## src/rtl/sprite_pkg.sv

```systemverilog
// Shared constants, state encoding and per-axis motion helpers for the sprite controller.
package sprite_pkg;

    localparam int unsigned H_ACTIVE = 640;
    localparam int unsigned V_ACTIVE = 480;

    typedef enum logic [1:0] {
        IDLE,
        HOLD,
        FAST
    } motion_state_e;

    typedef enum logic [1:0] {
        DIR_NONE,
        DIR_POS,
        DIR_NEG
    } axis_dir_e;

    // Opposing buttons cancel, so both-pressed is the same as neither.
    function automatic axis_dir_e axis_dir(input logic pos_btn, input logic neg_btn);
        axis_dir_e dir;
        dir = DIR_NONE;
        if (pos_btn && !neg_btn) begin
            dir = DIR_POS;
        end else if (neg_btn && !pos_btn) begin
            dir = DIR_NEG;
        end
        return dir;
    endfunction

    // 11-bit arithmetic leaves headroom for pos+step; the low edge saturates at zero.
    function automatic logic [9:0] step_axis(input logic [9:0]  pos,
                                             input axis_dir_e   dir,
                                             input logic [10:0] step,
                                             input logic [10:0] max_pos);
        logic [10:0] cur;
        logic [10:0] nxt;
        cur = {1'b0, pos};
        nxt = cur;
        case (dir)
            DIR_POS: begin
                nxt = cur + step;
                if (nxt > max_pos) begin
                    nxt = max_pos;
                end
            end
            DIR_NEG: begin
                nxt = (cur < step) ? 11'd0 : (cur - step);
            end
            default: begin
                nxt = cur;
            end
        endcase
        return nxt[9:0];
    endfunction

endpackage

```

## src/rtl/button_sync.sv

```systemverilog
// Two-flop synchronizer for asynchronous button inputs; resets to released.
module button_sync #(
    parameter int unsigned WIDTH = 4
) (
    input  logic             clk,
    input  logic             rst,
    input  logic [WIDTH-1:0] d,
    output logic [WIDTH-1:0] q
);

    logic [WIDTH-1:0] meta_q;
    logic [WIDTH-1:0] sync_q;

    always_ff @(posedge clk or posedge rst) begin
        if (rst) begin
            meta_q <= '0;
            sync_q <= '0;
        end else begin
            meta_q <= d;
            sync_q <= meta_q;
        end
    end

    assign q = sync_q;

endmodule

```

## src/rtl/sprite_motion_ctrl.sv

```systemverilog
// Moves a sprite once per frame from button input, with hold-to-accelerate and screen clamping.
module sprite_motion_ctrl
    import sprite_pkg::*;
#(
    parameter int unsigned STEP        = 4,
    parameter int unsigned FAST_FRAMES = 8,
    parameter int unsigned SPRITE_W    = 32,
    parameter int unsigned SPRITE_H    = 32,
    parameter int unsigned INIT_X      = 304,
    parameter int unsigned INIT_Y      = 400
) (
    input  logic       clk,
    input  logic       rst,
    input  logic       vsync,
    input  logic [3:0] btn,
    output logic [9:0] posX,
    output logic [9:0] posY,
    output logic       frame_tick,
    output logic       fast
);

    localparam logic [10:0] X_MAX     = 11'(H_ACTIVE - SPRITE_W);
    localparam logic [10:0] Y_MAX     = 11'(V_ACTIVE - SPRITE_H);
    localparam logic [10:0] STEP_SLOW = 11'(STEP);
    localparam logic [10:0] STEP_FAST = 11'(2 * STEP);
    localparam int unsigned CNT_W     = $clog2(FAST_FRAMES + 1);

    logic [3:0]       bs;
    logic             vsync_q;
    logic             tick_q;
    motion_state_e    state_q, state_d;
    logic [CNT_W-1:0] cnt_q, cnt_d;
    logic [9:0]       pos_x_q, pos_x_d;
    logic [9:0]       pos_y_q, pos_y_d;
    axis_dir_e        dir_x;
    axis_dir_e        dir_y;
    logic             active;
    logic [10:0]      step;

    button_sync #(
        .WIDTH(4)
    ) u_button_sync (
        .clk(clk),
        .rst(rst),
        .d  (btn),
        .q  (bs)
    );

    // bs = {up, down, left, right}
    assign dir_x  = axis_dir(bs[0], bs[1]);
    assign dir_y  = axis_dir(bs[2], bs[3]);
    assign active = (dir_x != DIR_NONE) || (dir_y != DIR_NONE);

    always_ff @(posedge clk or posedge rst) begin
        if (rst) begin
            vsync_q <= 1'b1;
            tick_q  <= 1'b0;
        end else begin
            vsync_q <= vsync;
            tick_q  <= vsync_q & ~vsync;
        end
    end

    always_comb begin
        state_d = state_q;
        cnt_d   = cnt_q;
        pos_x_d = pos_x_q;
        pos_y_d = pos_y_q;
        step    = (state_q == FAST) ? STEP_FAST : STEP_SLOW;

        if (tick_q) begin
            // Walls only stop the position; the FSM still sees the press as active.
            pos_x_d = step_axis(pos_x_q, dir_x, step, X_MAX);
            pos_y_d = step_axis(pos_y_q, dir_y, step, Y_MAX);

            case (state_q)
                IDLE: begin
                    if (active) begin
                        state_d = HOLD;
                        cnt_d   = CNT_W'(1);
                    end
                end
                HOLD: begin
                    if (!active) begin
                        state_d = IDLE;
                        cnt_d   = '0;
                    end else if (cnt_q == CNT_W'(FAST_FRAMES - 1)) begin
                        state_d = FAST;
                    end else begin
                        cnt_d = cnt_q + CNT_W'(1);
                    end
                end
                FAST: begin
                    if (!active) begin
                        state_d = IDLE;
                        cnt_d   = '0;
                    end
                end
                default: begin
                    state_d = IDLE;
                    cnt_d   = '0;
                end
            endcase
        end
    end

    always_ff @(posedge clk or posedge rst) begin
        if (rst) begin
            state_q <= IDLE;
            cnt_q   <= '0;
            pos_x_q <= 10'(INIT_X);
            pos_y_q <= 10'(INIT_Y);
        end else begin
            state_q <= state_d;
            cnt_q   <= cnt_d;
            pos_x_q <= pos_x_d;
            pos_y_q <= pos_y_d;
        end
    end

    assign posX       = pos_x_q;
    assign posY       = pos_y_q;
    assign frame_tick = tick_q;
    assign fast       = (state_q == FAST);

endmodule

```

## config.mk

```make
export PLATFORM = sky130hd
export DESIGN_NAME = sprite_motion_ctrl
export DESIGN_NICKNAME = d
export VERILOG_FILES = /design/src/rtl/sprite_pkg.sv /design/src/rtl/button_sync.sv /design/src/rtl/sprite_motion_ctrl.sv
export SDC_FILE = /design/constraint.sdc
export NUM_CORES = 1
export LEC_CHECK = 0
export CAP_MARGIN = 20
export CORE_ASPECT_RATIO = 0.6
export CORE_MARGIN = 8
export CORE_UTILIZATION = 40
export CTS_CLUSTER_DIAMETER = 200
export CTS_CLUSTER_SIZE = 24
export DETAILED_ROUTE_END_ITERATION = 16
export PLACE_DENSITY_LB_ADDON = 0.25
export SLEW_MARGIN = 20
export SYNTH_ARGS = -nofsm -noshare
export SYNTH_HDL_FRONTEND = slang
export SYNTH_HIERARCHICAL = 1
export SYNTH_SLANG_ARGS = --single-unit
```

## constraint.sdc

```tcl
create_clock -name clk -period 3.5 [get_ports clk]
set_input_delay 0.525 -clock clk [delete_from_list [all_inputs] [get_ports clk]]
set_output_delay 0.525 -clock clk [all_outputs]
set_load 0.05 [all_outputs]
```

==> impl_metrics.env <==
export IMPL_wire_per_inst_um=15.9
export IMPL_async_flop_share=1.00
export IMPL_arrival_ns=3.35
export IMPL_grt_setup_unrepaired="no"
export IMPL_post_cts_buffers=0
export IMPL_yosysWarnings=6
export IMPL_drtPass1Iterations=5
export IMPL_grt_busiest_layer="met1"
export IMPL_grt_max_degree=25
export IMPL_die_area_um2=8930
export IMPL_worstHoldPathType="reg -> reg"
export IMPL_drt_iter0_drc=266
export IMPL_cts_tree="built"
export IMPL_netlist_area_leader_share=0.257
export IMPL_synthCells=285
export IMPL_worstSetupEndpointType="register"
export IMPL_synth_edf_count=0
export IMPL_peakVddDrop_mv=0.213
export IMPL_slew_violations=0
export IMPL_maxCapViolations=0
export IMPL_layout_drive_gt1_share=0.0948
export IMPL_rows=22
export IMPL_power_frac_comb=0.496
export IMPL_grtUsageMet1=0.220
export IMPL_h_tree_depth=2
export IMPL_die_x_um=117
export IMPL_grt_pass1_vias=1923
export IMPL_leakagePower_nw=1.16
export IMPL_fmax_ghz=0.318
export IMPL_sw_frac_of_total=0.472
export IMPL_yosysSeqAreaShare=0.332
export IMPL_period_share=0.899
export IMPL_drc_errors=0
export IMPL_syn_to_final_growth_pct=15.9
export IMPL_via_count=2172
export IMPL_num_fill_cells=600
export IMPL_critPathLaunchType="register"
export IMPL_grtUsageMet3=0.0419
export IMPL_n_antenna_cell=0
export IMPL_worst_ep_required_time_ns=3.70
export IMPL_ys_types=61
export IMPL_nNetsFinal=329
export IMPL_cts_hold_buffers=0
export IMPL_synth_top_cells_by_count="nor2_1, dfrtp_1, nand2_1"
export IMPL_coreArea_um2=6000
export IMPL_p_seq_frac=0.343
export IMPL_status="completed"
export IMPL_cts_clk_slew_worst_paths_ns=0.07
export IMPL_synth_area_top_cells="dfrtp_1, dfstp_2, ha_1, nor2_1, a21oi_1"
export IMPL_numCtsBuffers=5
export IMPL_overflow=0
export IMPL_grtUsageTotal=0.139
export IMPL_ys_flop_type="dfrtp_1"
export IMPL_initial_core_util=0.406
export IMPL_cts_root_buf="clkbuf_8"
export IMPL_ctsResizeCount=0
export IMPL_pwr_density_cell_nw_per_um2=645
export IMPL_syn_area_um2=2440
export IMPL_clockBufferDepth=2
export IMPL_use_met2=0.169
export IMPL_yosys_area_top_type="dfrtp_1"
export IMPL_ant_nets=0
export IMPL_ys_ff_latch=32
export IMPL_port_buffers=24
export IMPL_critical_path_peak_fanout=11
export IMPL_tns_ns=0
export IMPL_setup_violations=0
export IMPL_intPower_mw=0.963
export IMPL_worstSetupPathType="reg -> reg"
export IMPL_die_h_um=76.5
export IMPL_worst_pin_slew_ns=0.647
export IMPL_period_needed_ns=3.15
export IMPL_p_clk_frac=0.161
export IMPL_avgSynthCellArea_um2=8.55
export IMPL_relSlewSlack=0.565
export IMPL_worstSkewPairLatency_ns=0.28
export IMPL_drt_wl_total_mm=6.20
export IMPL_dp_hpwl_mm=4.62
export IMPL_yosysMostFrequentCell="nor2_1"
export IMPL_ios=29
export IMPL_power_switching_mw=0.860
export IMPL_clock_sinks=32
export IMPL_viasPerCell=5.57
export IMPL_postLayoutCoreUtil=0.471
export IMPL_gp_congestion=0.939
export IMPL_finClkSkew_ns=0.0112
export IMPL_grt_pass1_wl_mm=10.1
export IMPL_final_hold_violation_count=0
export IMPL_antenna_found_initial=0
## layer usage
layer | vias up | share of wire
li1 | 1055 | -
met1 | 1018 | 0.52
met2 | 95 | 0.37
met3 | 4 | 0.094
met4 | 0 | 0.0085
met5 | - | 0
## logic make-up after synthesis
logic type / share of synthesized area
buffers and inverters: 0.0688
other: 0.00154
multiplexers: 0.0308
adder cells (fa/ha/maj): 0.0996
XOR/XNOR: 0.0252
flip-flops: 0.332
AND/OR/NAND/NOR: 0.212
AO/OA/AOI/OAI: 0.231
## critical path: stages, from the launching register on
cell       delay (ns)
dfrtp_1          0.41
nand2b_1         0.47
buf_4            0.23
ha_1             0.16
inv_1            0.05
fa_1             0.50
a21oi_1          0.18
a2bb2oi_1        0.26
mux2i_1          0.53
a2bb2oi_1        0.26
## flip-flops by register name, summed over array words and instances, names as in the netlist
signal,count
vsync_q,1
cnt_q,4
u_button_sync/meta_q,4
state_q,2
posX,8
frame_tick,1
u_button_sync/q,4
posY,8
## path summary, 6_finish.rpt
check                                              from                       to  slack, ns  depth (start not counted)
worst max-delay path                         state_q[0]                  posY[8]       0.35                          9
worst min-delay path            u_button_sync/meta_q[1]       u_button_sync/q[1]       0.35                          0
worst max register to register               state_q[0]                  posY[8]       0.35                          9
worst min register to register  u_button_sync/meta_q[1]       u_button_sync/q[1]       0.35                          0
max in group asynchronous                           rst                  posX[4]       2.31                          3
min in group asynchronous                           rst  u_button_sync/meta_q[1]       0.51                          2
## power groups by stage
stage / clock, mW / sequential [mW] / combinational (mW)
final: 0.294 / 0.624 / 0.904
after global placement: 0 / 0.621 / 0.893
after detailed placement: 0 / 0.626 / 0.894
after floorplan: 0 / 0.734 / 0.527
after global routing: 0.316 / 0.641 / 0.992
after CTS: 0.299 / 0.620 / 0.900
## cells in the final DEF, fill, tap and decap left out, types with 9 or more instances in the layout
cell and n:
nor2b_1 9, nand2_1 24, inv_1 20, ha_1 13, a21oi_1 20, clkdlybuf4s50_1 24, dfrtp_1 25, nor2_1 27
o21ai_0 14
## stage by stage
stage	instance area (um2)	cells	setup WS [ns]	total power, mW	hold slack, ns
after floorplan	2450	288	0.719	1.26	0.331
after global placement	2720	381	0.536	1.51	0.333
after detailed placement	2720	381	0.408	1.52	0.336
after CTS	2810	389	0.382	1.82	0.351
after global routing	2830	390	0.131	1.95	0.354
final	2830	390	0.355	1.82	0.349
## area by class of cell
| type | count | area (um2) | area share |
|---|---|---|---|
| multi-input cells | 218 | 1470 | 0.521 |
| well taps | 84 | 105 | 0.0372 |
| inverters | 20 | 75.1 | 0.0266 |
| repair buffers | 28 | 274 | 0.0970 |
| flip-flops and latches | 32 | 810 | 0.287 |
| clock buffers | 8 | 90.1 | 0.0319 |
Note: power is estimated with default switching activity, not from simulation.
